### config.mk
export PLATFORM = sky130hd
export DESIGN_NAME = fifo_sample_unpacker
export DESIGN_NICKNAME = d
export VERILOG_FILES = /design/src/rtl/fifo_sample_unpacker.sv
export SDC_FILE = /design/constraint.sdc
export NUM_CORES = 1
export LEC_CHECK = 0
export ABC_AREA = 1
export BUFFER_PORTS_ARGS = -buffer_cell sky130_fd_sc_hd__buf_2
export CORE_ASPECT_RATIO = 0.7
export CORE_MARGIN = 2
export CORE_UTILIZATION = 55
export DETAILED_ROUTE_END_ITERATION = 10
export GPL_TIMING_DRIVEN = 1
export HOLD_SLACK_MARGIN = 0.1
export PLACE_DENSITY = 0.84
export SKIP_CTS_REPAIR_TIMING = 1
export SLEW_MARGIN = 20
export SYNTH_ARGS = -nofsm -noshare
export SYNTH_HDL_FRONTEND = slang
export SYNTH_SLANG_ARGS = --single-unit
### constraint.sdc
create_clock -name clk_get -period 2.7 [get_ports clk_get]
set_clock_uncertainty 0.05 [all_clocks]
set_input_delay 0.54 -clock clk_get [delete_from_list [all_inputs] [get_ports clk_get]]
set_output_delay 0.54 -clock clk_get [all_outputs]
set_load 0.02 [all_outputs]
### src/rtl/fifo_sample_unpacker.sv
// Read-side FIFO consumer: fetches 32-bit stereo words and streams them out as two 16-bit samples.
// Optional sticky underrun output when UNPACK_UNDERRUN_EN is defined.
module fifo_sample_unpacker #(
  parameter int DATA_WIDTH   = 32,
  parameter int SAMPLE_WIDTH = 16,
  parameter int BUF_DEPTH    = 2,
  parameter int CNT_WIDTH    = 16
) (
  input  logic                    clk_get,
  input  logic                    reset,
  input  logic                    enable,
  input  logic                    empty,
  input  logic [DATA_WIDTH-1:0]   data_get,
  output logic                    req_get,
  output logic                    out_valid,
  input  logic                    out_ready,
  output logic [SAMPLE_WIDTH-1:0] out_sample,
  output logic                    out_chan,
  output logic [CNT_WIDTH-1:0]    sample_count
`ifdef UNPACK_UNDERRUN_EN
  ,
  output logic                    underrun
`endif
);

  localparam int PW = (BUF_DEPTH > 1) ? $clog2(BUF_DEPTH) : 1;
  localparam int OW = PW + 1;

  typedef enum logic [1:0] {
    S_IDLE,
    S_CH0,
    S_CH1
  } state_t;

  state_t                state, state_nxt;
  logic [DATA_WIDTH-1:0] mem [BUF_DEPTH];
  logic [DATA_WIDTH-1:0] head;
  logic [PW-1:0]         rd_ptr, wr_ptr;
  logic [OW-1:0]         occ;
  logic                  inflight;
  logic                  credit_ok;
  logic                  accept;
  logic                  pop;
  logic                  wr;

  // Credit counts the in-flight word so the buffer can never overflow.
  assign credit_ok = (occ + OW'(inflight)) < OW'(BUF_DEPTH);
  assign req_get   = !reset && enable && !empty && credit_ok;
  assign wr        = inflight;
  assign accept    = out_valid && out_ready;
  assign head      = mem[rd_ptr];

  always_comb begin
    state_nxt  = state;
    out_valid  = 1'b0;
    out_chan   = 1'b0;
    out_sample = '0;
    pop        = 1'b0;
    case (state)
      // With an empty buffer the arriving word is presented straight from data_get.
      S_IDLE: begin
        if (inflight) begin
          out_valid  = 1'b1;
          out_sample = data_get[SAMPLE_WIDTH-1:0];
          state_nxt  = out_ready ? S_CH1 : S_CH0;
        end
      end
      S_CH0: begin
        out_valid  = 1'b1;
        out_sample = head[SAMPLE_WIDTH-1:0];
        if (out_ready) state_nxt = S_CH1;
      end
      S_CH1: begin
        out_valid  = 1'b1;
        out_chan   = 1'b1;
        out_sample = head[DATA_WIDTH-1:SAMPLE_WIDTH];
        if (out_ready) begin
          pop       = 1'b1;
          state_nxt = (occ > OW'(1) || inflight) ? S_CH0 : S_IDLE;
        end
      end
      default: state_nxt = S_IDLE;
    endcase
  end

  always_ff @(posedge clk_get or posedge reset) begin
    if (reset) begin
      state        <= S_IDLE;
      inflight     <= 1'b0;
      rd_ptr       <= '0;
      wr_ptr       <= '0;
      occ          <= '0;
      sample_count <= '0;
    end else begin
      state    <= state_nxt;
      inflight <= req_get;
      if (wr)  wr_ptr <= wr_ptr + PW'(1);
      if (pop) rd_ptr <= rd_ptr + PW'(1);
      case ({wr, pop})
        2'b10:   occ <= occ + OW'(1);
        2'b01:   occ <= occ - OW'(1);
        default: occ <= occ;
      endcase
      if (accept) sample_count <= sample_count + CNT_WIDTH'(1);
    end
  end

  always_ff @(posedge clk_get) begin
    if (wr) mem[wr_ptr] <= data_get;
  end

`ifdef UNPACK_UNDERRUN_EN
  always_ff @(posedge clk_get or posedge reset) begin
    if (reset) begin
      underrun <= 1'b0;
    end else if (out_ready && !out_valid && enable && (sample_count != '0)) begin
      underrun <= 1'b1;
    end
  end
`endif

endmodule
Yosys cells after proc, flatten, opt, wreduce, memory -nomap -nowiden

Memories as Yosys holds them, arrays and structs flattened.
Cells that the tools add are included.

Register bits: 23
Bits in writable memories: 64
Output and inout port bits: 35
Logic and storage cells: 48
Memories: 1

Add/subtract/negate cells: 6
Order comparisons: 2
Equality and inequality tests: 7
Multiplexer cells: 15
Reduce and logical (&&, ||, !) cells: 11

Memories:

| memory | words | width | read ports | clocked after memory_dff | write ports | line | text |
|---|---|---|---|---|---|---|---|
| mem    | 2     | 32    | 1          | 0                        | 1           | 36   | `logic [DATA_WIDTH-1:0] mem [BUF_DEPTH];` |

Operators by type and width:

| cell                  | number |
|---|---|
| $pmux 16 s3           | 1 |
| $add 16x1->16 const B | 1 |
| $mux 16               | 1 |
| $mux 2                | 4 |
| $mux 1                | 6 |
| $ne 2x2->1 const B    | 3 |
| $pmux 2 s3            | 1 |
| $eq 2x1->1 const B    | 2 |
| $eq 2x2->1 const B    | 2 |
| $logic_and 1x1->1     | 4 |
| $pmux 2 s2            | 1 |
| $reduce_and 3->1      | 1 |
| $add 1x1->1 const B   | 2 |
| $add 2x1->2           | 1 |
| $add 2x1->2 const B   | 1 |
| $gt 2x1->1 const B    | 1 |
| $logic_not 1->1       | 2 |
| $logic_not 2->1       | 1 |
| $lt 2x2->1 const B    | 1 |
| $pmux 1 s2            | 1 |
| $reduce_bool 2->1     | 1 |
| $reduce_or 2->1       | 1 |
| $sub 2x1->2 const B   | 1 |
| $logic_or 1x1->1      | 1 |

Longest topological paths before layout

Gate-level depths: netlist of run 1.

Depth in word-level cells: 5
Mapped depth: 10
Depth with buffers taken out: 9

Worst setup path before layout of run 1

Ideal clock, no wire load.

Path kind: input to output
Start point: input port reset
End point: output port req_get
Data arrival time: 1.934 ns
Path slack: 0.176 ns
Cell stages on the path: 3
Buffers on the path: 0
Cells stage by stage: inv_1 > nand2_1 > nor4_1

Longest elaborated chain between the ends: 4

Ends and longest elaborated chain:

| element                         | line | text |
|---|---|---|
| start, declared                 | 10   | `input logic reset,` |
| $logic_not 1->1 (no line)       | n/a  |  |
| $logic_and 1x1->1 (3 in series) | 48   | `assign req_get = !reset && enable && !empty && credit_ok;` |
| end, declared                   | 14   | `output logic req_get,` |

Every way passes these cells.

Worst setup path after layout of run 1

Start point: register state[0]
End point: output port out_sample[4]

Longest elaborated chain between the ends: 2
Elaborated cells on any way between the ends: 4
Those cells by class: eq/ne (2); mux (1); reduce/logical (1)

Ends and longest elaborated chain:

| element                                  | line | text |
|---|---|---|
| start, declared                          | 35   | `state_t state, state_nxt;` |
| start signal, assigned                   | 95   | `state <= state_nxt;` |
| $eq 2x2->1, or another cell as far along | 59   | `case (state)` |
| $pmux 16 s3 (*)                          | 59   |  |
| end, declared                            | 17   | `output logic [SAMPLE_WIDTH-1:0] out_sample,` |

Mark *: on every way between the ends. The rest lies on a longest branch, timed or not.

==> flow_summary.toml, run 1 <==
[global_route]
grtUsageTotal_pct = 24.0
antenna_found_initial = 0
grt-ovfl-total = 0
grt_pass1_vias = 3053
grt_max_degree = 33
grt_pass1_wl_mm = 15.1

[routing]
drtIter0Drc = 301
first_pass_iters = 5
wl_mm = 9.06
wirelength_met1_mm = 4.00
routed-wl-met2_mm = 4.12
wl_met3_um = 838
via_count = 3189
postRouteAntennaNets = 0
wl_per_cell_um = 14.9
highest_layer = "met4"
drc = 0
viasPerCell = 5.23

[synth]
ys_ff_latch = 87
synth_cells = 430
synth.distinct_cells = 26
yosysTopAreaCell = "edfxtp_1"
postSynthAreaPerCell_um2 = 9.51
yosysSeqAreaShare_pct = 61.0
yosysTopAreaCellShare_pct = 47.0
syn_area_um2 = 4090
syn_nets = 475
ys_warn_count = 0
synth_area_leaders = "edfxtp_1 (47%), nand2_1 (14%), dfrtp_1 (14%), inv_1 (5.0%), o21ai_0 (3.7%)"

[timing]
worst_pin_slew_ns = 0.575
drv_slew = 0
fin_crit_ns = 2.61
fin_crit_sh_pct = 96.7
finalSetupViolCount = 0
whs_ns = 0.184
grt_setup_unrepaired = "false"
tns_ns = 0
finalHoldViolCount = 0
fin_ws_ns = 0.0883
slew_headroom_pct = 61.6
clock.fmax_ghz = 0.383

[clocking]
path_clk_slew_ns = 0.09
worstSkewPairLatency_ns = 0.36
clock_path_buffers = 2
clock-sinks = 87
htree_levels = 3
cts_buffers = 9
tritoncts = "yes"
cts_root_buf = "clkbuf_8"

[status]
outcome = "finished clean"

[setup_path]
critPathLaunchType = "flip-flop"
reg2reg_depth = 7
arrival_ns = 2.02
crit_fanout = 9
path_class = "flip-flop to output port"
required_ns = 2.11
crit_path_end_kind = "output port"

[final_layout]
layout-drive-gt1-share_pct = 20.7
area_growth_pct = 16.5
final_util_pct = 65.7
final_cell_mix = "nand2_1 (158), buf_2 (71), edfxtp_1 (64), inv_1 (54), o21ai_0 (29)"
nNetsFinal = 552
final_common_cell = "nand2_1"
antenna-diode-count = 0

[placement]
io_buffers = 71
place_ws_ns = 0.456
gp_congestion = 0.897
dp_hpwl_mm = 6.33

[run]
drv_cap = 0

[floorplanning]
start_util_pct = 56.4
io_pins = 72
die_y_um = 76.2
core_um2 = 7250
fp-row-count = 26
die_w_um = 107
dieArea_um2 = 8160

[power]
p_leak_nw = 2.30
powerDensity_nw_per_um2 = 930
peakVddDrop_v = 0.000440

[hold_path]
hold_class = "primary input to asynchronous set/reset pin"
-- worst paths after layout --
path	start	to	slack, ns
setup / recovery	state[0]	out_sample[4]	0.09
hold / removal	reset	sample_count[10]	0.18
setup reg to reg	state[0]	sample_count[9]	0.65
hold reg to reg	sample_count[15]	sample_count[15]	0.45
max in group asynchronous	reset	sample_count[12]	2.18
min in group clk_get	empty	inflight	0.30
-- flip-flops by register name, indices dropped and copies added, names as in the netlist --
| name | flops |
|---|---|
| mem | 64 |
| occ | 2 |
| state | 2 |
| wr_ptr | 1 |
| sample_count | 16 |
| rd_ptr | 1 |
| inflight | 1 |
-- where the power goes --
group / internal (mW) / total, mW / switching [mW]
clock: 0.524 / 0.998 / 0.474
combinational: 0.551 / 1.72 / 1.17
sequential: 1.58 / 1.71 / 0.133
-- cell usage after synthesis (all sizes together) --
cell,instances
o22ai,1
nand3b,7
inv,57
o211ai,2
buf,11
a21oi,17
o21ai,39
nand2,160
xnor2,1
edfxtp,64
xor2,6
nand3,4
ha,8
nor2,21
nor4,1
nand4,5
clkbuf,3
dfrtp,23
-- stage by stage --
step / area, um^2 / instances / power (mW)
3_3_place_gp: 4540 / 594 / 3.36
2_1_floorplan: 4090 / 430 / 2.94
6_report: 4770 / 610 / 4.43
5_1_grt: 4770 / 610 / 4.70
4_1_cts: 4760 / 610 / 4.43
3_5_place_dp: 4540 / 594 / 3.43
-- final cells by class --
cell class,count,area (um^2)
multi-input cells,272,1290
clock inverters,7,95.1
well taps,98,123
inverters,57,214
flip-flops and latches,87,2500
repair buffers,80,423
fillers,546,2490
clock buffers,9,124
-- cell families (layout without fill, tap and decap cells) --
family	count (synthesis)	in the layout	synth area share [%]
xor+xnor	7	7	1.50
buf+inv	71	153	7.55
fa+ha+maj	8	8	2.45
flops	87	87	61.0
compound gates	59	59	7.37
simple gates	198	198	20.1
-- worst max-delay path, stage by stage (launching register included) --
cell,delay (ns)
dfrtp_1,0.45
inv_2,0.12
ha_2,0.23
nand2_4,0.07
inv_1,0.09
buf_4,0.17
nand2_1,0.06
nand2_1,0.08
o21ai_1,0.09
inv_1,0.13
buf_2,0.17
-- layer usage --
metal,GRT usage [%],vias up
li1,-,1541
met1,34.2,1480
met2,36.8,156
met3,6.24,12
met4,6.75,0
met5,0,-
Power figures use the tool's default switching activity.
==> inputs of run 2 (changes only) <==
--- a/config.mk
+++ b/config.mk
@@ -8,8 +8,9 @@
 export ABC_AREA = 1
 export BUFFER_PORTS_ARGS = -buffer_cell sky130_fd_sc_hd__buf_2
 export CORE_ASPECT_RATIO = 0.7
-export CORE_MARGIN = 2
+export CORE_MARGIN = 10
 export CORE_UTILIZATION = 55
+export CTS_BUF_LIST = sky130_fd_sc_hd__clkbuf_8
 export DETAILED_ROUTE_END_ITERATION = 10
 export GPL_TIMING_DRIVEN = 1
 export HOLD_SLACK_MARGIN = 0.1
==> constraint.sdc (replaced) <==
create_clock -name clk_get -period 3.35 [get_ports clk_get]
set_clock_uncertainty 0.05 [all_clocks]
set_input_delay 0.67 -clock clk_get [delete_from_list [all_inputs] [get_ports clk_get]]
set_output_delay 0.67 -clock clk_get [all_outputs]
set_load 0.02 [all_outputs]
==> run 2 against run 1 <==
Net effect:
- total power shrank 22%
- flip-flop and latch count is the same
- non-clock buffer count shrank 5
- highest routed layer unchanged
- sequential share of layout area grew 0.77 points
- hold slack gained 0.12 ns
- sequential power shrank 19%
- register-to-register slack gained 0.69 ns
- largest power group is now registers
- via count shrank 1.7%
==> flow_summary.toml, run 2 (synthesis gave the netlist of run 1 again) <==
[routing]
postRouteAntennaNets = 0
wl_per_cell_um = 15.4
via_count = 3135
first_pass_iters = 5
drtIter0Drc = 311
drc = 0
viasPerCell = 5.18
wl_mm = 9.31

[timing]
clock.fmax_ghz = 0.330
drv_slew = 0
worst_pin_slew_ns = 0.680
fin_crit_sh_pct = 90.5
fin_crit_ns = 3.03
finalHoldViolCount = 0
grt_setup_unrepaired = "false"
finalSetupViolCount = 0
tns_ns = 0
slew_headroom_pct = 54.7

[setup_path]
cpLargestDelayFamily = "buffers and inverters"
crit_path_end_kind = "output port"
max_stage_delay_ns = 0.42
ff2ff_setup_slack_ns = 1.34
cp_common_cell = "inv_1"
crit_cells = 9
timing.critical_path.buf_inv = 4
cp_slowest_cell = "dfrtp_1"
reg2reg_depth = 7
path_class = "flip-flop to output port"
critPathLaunchType = "flip-flop"
crit_fanout = 16
worstPathCellList = "inv_1 -> ha_1 -> nand2_4 -> inv_1 -> nand2_1 -> nand2_1 -> o21ai_0 -> inv_1 -> buf_2"
arrival_ns = 2.31
required_ns = 2.63

[clocking]
htree_levels = 3
cts_root_buf = "clkbuf_8"
worstSkewPairLatency_ns = 0.36
path_clk_slew_ns = 0.10
clock-sinks = 87
clock_path_buffers = 2
cts_buffers = 9
tritoncts = "yes"

[final_layout]
top_register = "mem"
largest_reg_flops = 64
layout-drive-gt1-share_pct = 19.5
reg_top3 = "mem: 64 flops, sample_count: 16 flops"
final_util_pct = 64.8
final_cell_mix = "nand2_1 (158), buf_2 (71), edfxtp_1 (64), inv_1 (55), o21ai_0 (30)"
antenna-diode-count = 0
area_growth_pct = 14.9
nNetsFinal = 547
final_common_cell = "nand2_1"

[global_route]
grt_pass1_vias = 2998
grtUsageTotal_pct = 16.6
antenna_found_initial = 0
grt_max_degree = 35
grt-ovfl-total = 0
grt_pass1_wl_mm = 14.9

[placement]
dp_hpwl_mm = 6.63
gp_congestion = 0.837
io_buffers = 71

[floorplanning]
start_util_pct = 56.4
die_y_um = 92.2
fp-row-count = 26
core_um2 = 7250
dieArea_um2 = 11300
die_w_um = 123
io_pins = 72

[power]
total_power_mw = 3.47
peakVddDrop_v = 0.000458
powerDensity_nw_per_um2 = 737
p_leak_nw = 2.27

[hold_path]
hold_class = "primary input to asynchronous set/reset pin"

[status]
outcome = "finished clean"

[run]
drv_cap = 0
[run 2: changes by cell type in the layout (fill, tap and decap cells not counted), sizes merged]
cell,before,now
clkinv,2,0
buf,80,75
bufinv,2,0
clkinvlp,1,0
inv,59,64
[run 2: worst paths after layout]
kind,to,start
hold reg to reg,sample_count[15],sample_count[15]
setup / recovery,out_sample[10],state[0]
max in group asynchronous,sample_count[4],reset
min in group clk_get,inflight,empty
setup reg to reg,sample_count[14],state[1]
hold / removal,inflight,reset
[run 2: through the flow]
| stage | worst slack [ns] | instances | instance area (um^2) | hold WS, ns |
|---|---|---|---|---|
| detailed placement | 0.782 | 589 | 4510 | 0.446 |
| finish | 0.318 | 605 | 4700 | 0.300 |
| floorplan | 0.566 | 430 | 4090 | 0.411 |
| CTS | 0.364 | 605 | 4700 | 0.302 |
| global placement | 0.850 | 589 | 4510 | 0.425 |
| global route | 0.111 | 605 | 4700 | 0.330 |
[run 2: area by class of cell]
| cell class | instances | area, um^2 |
|---|---|---|
| fillers | 554 | 2550 |
| flip-flops and latches | 87 | 2500 |
| multi-input cells | 272 | 1290 |
| repair buffers | 75 | 385 |
| inverters | 57 | 214 |
| clock buffers | 9 | 124 |
| well taps | 98 | 123 |
| clock inverters | 7 | 68.8 |
[run 2: worst reg2reg max path, delay by kind of cell, from the launching register on]
family / cells / cell delay [ns]
DFF: 1 / 0.45
adders and majority gates: 1 / 0.22
buffers and inverters: 2 / 0.74
and+or+nand+nor: 4 / 0.44
[run 2: metal layers]
metal | track usage [%] | up-vias | wire [um]
li1 | - | 1530 | -
met1 | 22.2 | 1458 | 4110
met2 | 25.7 | 133 | 4410
met3 | 5.08 | 14 | 677
met4 | 4.45 | 0 | 110
met5 | 0 | - | 0
[run 2: report_power, final]
| group | total, mW | internal, mW | leakage [nW] | switching [mW] |
|---|---|---|---|---|
| registers | 1.38 | 1.27 | 0.882 | 0.104 |
| clock network | 0.716 | 0.296 | 0.101 | 0.420 |
| logic | 1.37 | 0.419 | 1.29 | 0.954 |
| total | 3.47 | 1.99 | 2.27 | 1.48 |
==> inputs of run 3 (changes only) <==
--- a/config.mk
+++ b/config.mk
@@ -7,7 +7,6 @@
 export LEC_CHECK = 0
 export ABC_AREA = 1
 export BUFFER_PORTS_ARGS = -buffer_cell sky130_fd_sc_hd__buf_2
-export CORE_ASPECT_RATIO = 0.7
 export CORE_MARGIN = 10
 export CORE_UTILIZATION = 55
 export CTS_BUF_LIST = sky130_fd_sc_hd__clkbuf_8
@@ -15,6 +14,7 @@
 export GPL_TIMING_DRIVEN = 1
 export HOLD_SLACK_MARGIN = 0.1
 export PLACE_DENSITY = 0.84
+export RECOVER_POWER = 100
 export SKIP_CTS_REPAIR_TIMING = 1
 export SLEW_MARGIN = 20
 export SYNTH_ARGS = -nofsm -noshare
==> run 3 against run 2 <==
Net effect:
- the flow now finishes with violations (max-capacitance violations, max-slew violations)
- clock power fell by 3.1%
- register-to-register slack got worse by 0.60 ns
- sequential share of layout area rose by 1.1 points
- core utilization fell by 1.3 points
- final cell count rose by 0.17%
- combinational power fell by 6%
- total power fell by 3.0%
- non-clock buffer count did not move
- critical path depth did not move
- sequential power barely moved
- via count fell by 1.2%
- critical endpoint is now out_sample[6]
- largest power group unchanged
==> flow_summary.toml, run 3 (synthesis gave the netlist of run 1 again) <==
[status]
outcome = "finished, violations left"
violations = "max-capacitance violations, max-slew violations"

[setup_path]
reg2reg_depth = 7
r2r_end = "sample_count[9]"
max_stage_delay_ns = 0.46
crit_fanout = 16
path_class = "flip-flop to output port"
crit_path_end_kind = "output port"
critPathLaunchType = "flip-flop"
worstPathCellList = "inv_1 -> ha_1 -> nand2_4 -> inv_1 -> nand2_1 -> nand2_1 -> o21ai_0 -> inv_1 -> clkbuf_1"
reg2reg_from = "state[1]"
ff2ff_setup_slack_ns = 0.74
required_ns = 2.63
cp_slowest_cell = "inv_1"
cp_common_cell = "inv_1"
arrival_ns = 2.34

[final_layout]
layout-drive-gt1-share_pct = 7.50
nNetsFinal = 547
antenna-diode-count = 0
area_growth_pct = 12.5
reg_top3 = "mem: 64 flops, sample_count: 16 flops"
final_common_cell = "nand2_1"
largest_reg_flops = 64
final_cell_mix = "nand2_1 (158), edfxtp_1 (64), clkbuf_1 (59), inv_1 (56), o21ai_0 (30)"
top_register = "mem"
final_util_pct = 63.5
nFillCells = 650

[timing]
slew_headroom_pct = -14.8
finalSetupViolCount = 0
drv_slew = 33
whs_ns = 0.431
finalHoldViolCount = 0
worst_pin_slew_ns = 1.72
fin_crit_sh_pct = 91.2
tns_ns = 0
grt_setup_unrepaired = "false"
clock.fmax_ghz = 0.327
fin_crit_ns = 3.06

[power]
p_leak_nw = 2.05
p_clk_share_pct = 20.7
p_int_mw = 1.93
swShare_pct = 42.5
seq_power_share_pct = 40.9
peakVddDrop_v = 0.000390
powerDensity_nw_per_um2 = 730
power_switching_mw = 1.43
combPwrFrac_pct = 38.4

[clocking]
cts_buffers = 9
clock-sinks = 87
cts_root_buf = "clkbuf_8"
htree_levels = 3
tritoncts = "yes"
path_clk_slew_ns = 0.09
clock_path_buffers = 2
worstSkewPairLatency_ns = 0.36

[hold_path]
hold_depth = 2
whs_endpoint = "inflight"
hold_class = "primary input to flip-flop"
hold_start = "empty"

[floorplanning]
dieArea_um2 = 11300
io_pins = 72
die_y_um = 106
die_w_um = 106
fp-row-count = 31
core_um2 = 7250
start_util_pct = 56.4

[routing]
wl_met3_um = 555
wl_per_cell_um = 15.1
wirelength_met1_mm = 4.06
highest_layer = "met4"
drc = 0
viasPerCell = 5.11
wl_mm = 9.15
first_pass_iters = 4
postRouteAntennaNets = 0
drtIter0Drc = 174
via_count = 3096
routed-wl-met2_mm = 4.42

[global_route]
antenna_found_initial = 0
grt_pass1_vias = 3040
grtUsageTotal_pct = 16.2
grt_max_degree = 33
grt_pass1_wl_mm = 14.7
grt-ovfl-total = 0

[placement]
io_buffers = 71
dp_hpwl_mm = 6.28
gp_congestion = 0.814

[run]
drv_cap = 2
## run 3: cell types whose count changed in the layout (fill, tap and decap cells not counted), moves of 2 or more
| cell | delta |
|---|---|
| buf_2 | -58 |
| inv_6 | -2 |
| clkinvlp_4 | +3 |
| buf_4 | -2 |
| clkbuf_1 | +59 |
## run 3: layer usage
metal	vias to the layer above	global-route usage [%]
met5	-	0
met4	0	5.51
met3	12	4.89
met2	90	26.9
met1	1468	19.6
li1	1526	-
## run 3: stage by stage
stage / instances / instance area (um^2) / worst slack, ns / power [mW]
final: 606 / 4600 / 0.294 / 3.36
after global placement: 590 / 4510 / 0.780 / 2.70
after global routing: 606 / 4600 / 0.0582 / 3.58
after CTS: 606 / 4700 / 0.299 / 3.44
after detailed placement: 590 / 4510 / 0.725 / 2.75
after floorplan: 430 / 4090 / 0.566 / 2.37
## run 3: power groups by stage
stage | registers (mW) | logic [mW] | clock network, mW
after global placement | 1.39 | 1.31 | 0
after floorplan | 1.39 | 0.978 | 0
after global routing | 1.39 | 1.45 | 0.746
final | 1.38 | 1.29 | 0.694
after CTS | 1.37 | 1.36 | 0.708
after detailed placement | 1.39 | 1.36 | 0
## run 3: cell type report
type / instances / area, um^2 / share of cell area [%]
clock buffers: 9 / 124 / 2.69
multi-input cells: 272 / 1270 / 27.7
well taps: 99 / 124 / 2.69
repair buffers: 75 / 307 / 6.66
inverters: 57 / 214 / 4.65
flip-flops and latches: 87 / 2500 / 54.3
clock inverters: 7 / 62.6 / 1.36
## run 3: worst max path at each step
stage | start | end | slack (ns)
final | state[1] | out_sample[6] | 0.29
after global routing | state[0] | out_sample[15] | 0.06
after CTS | state[0] | out_sample[8] | 0.30
after detailed placement | state[0] | out_sample[6] | 0.72
after global placement | state[0] | out_sample[6] | 0.78
after floorplan | reset | req_get | 0.57
## run 3: worst max-delay path: cells and delay by family, from the launching register on
| family | cells | cell delay, ns |
|---|---|---|
| flip-flops | 1 | 0.44 |
| AO/OA/AOI/OAI | 1 | 0.09 |
| AND/OR/NAND/NOR | 3 | 0.29 |
| buffers and inverters | 4 | 0.90 |
| adder cells (fa/ha/maj) | 1 | 0.25 |
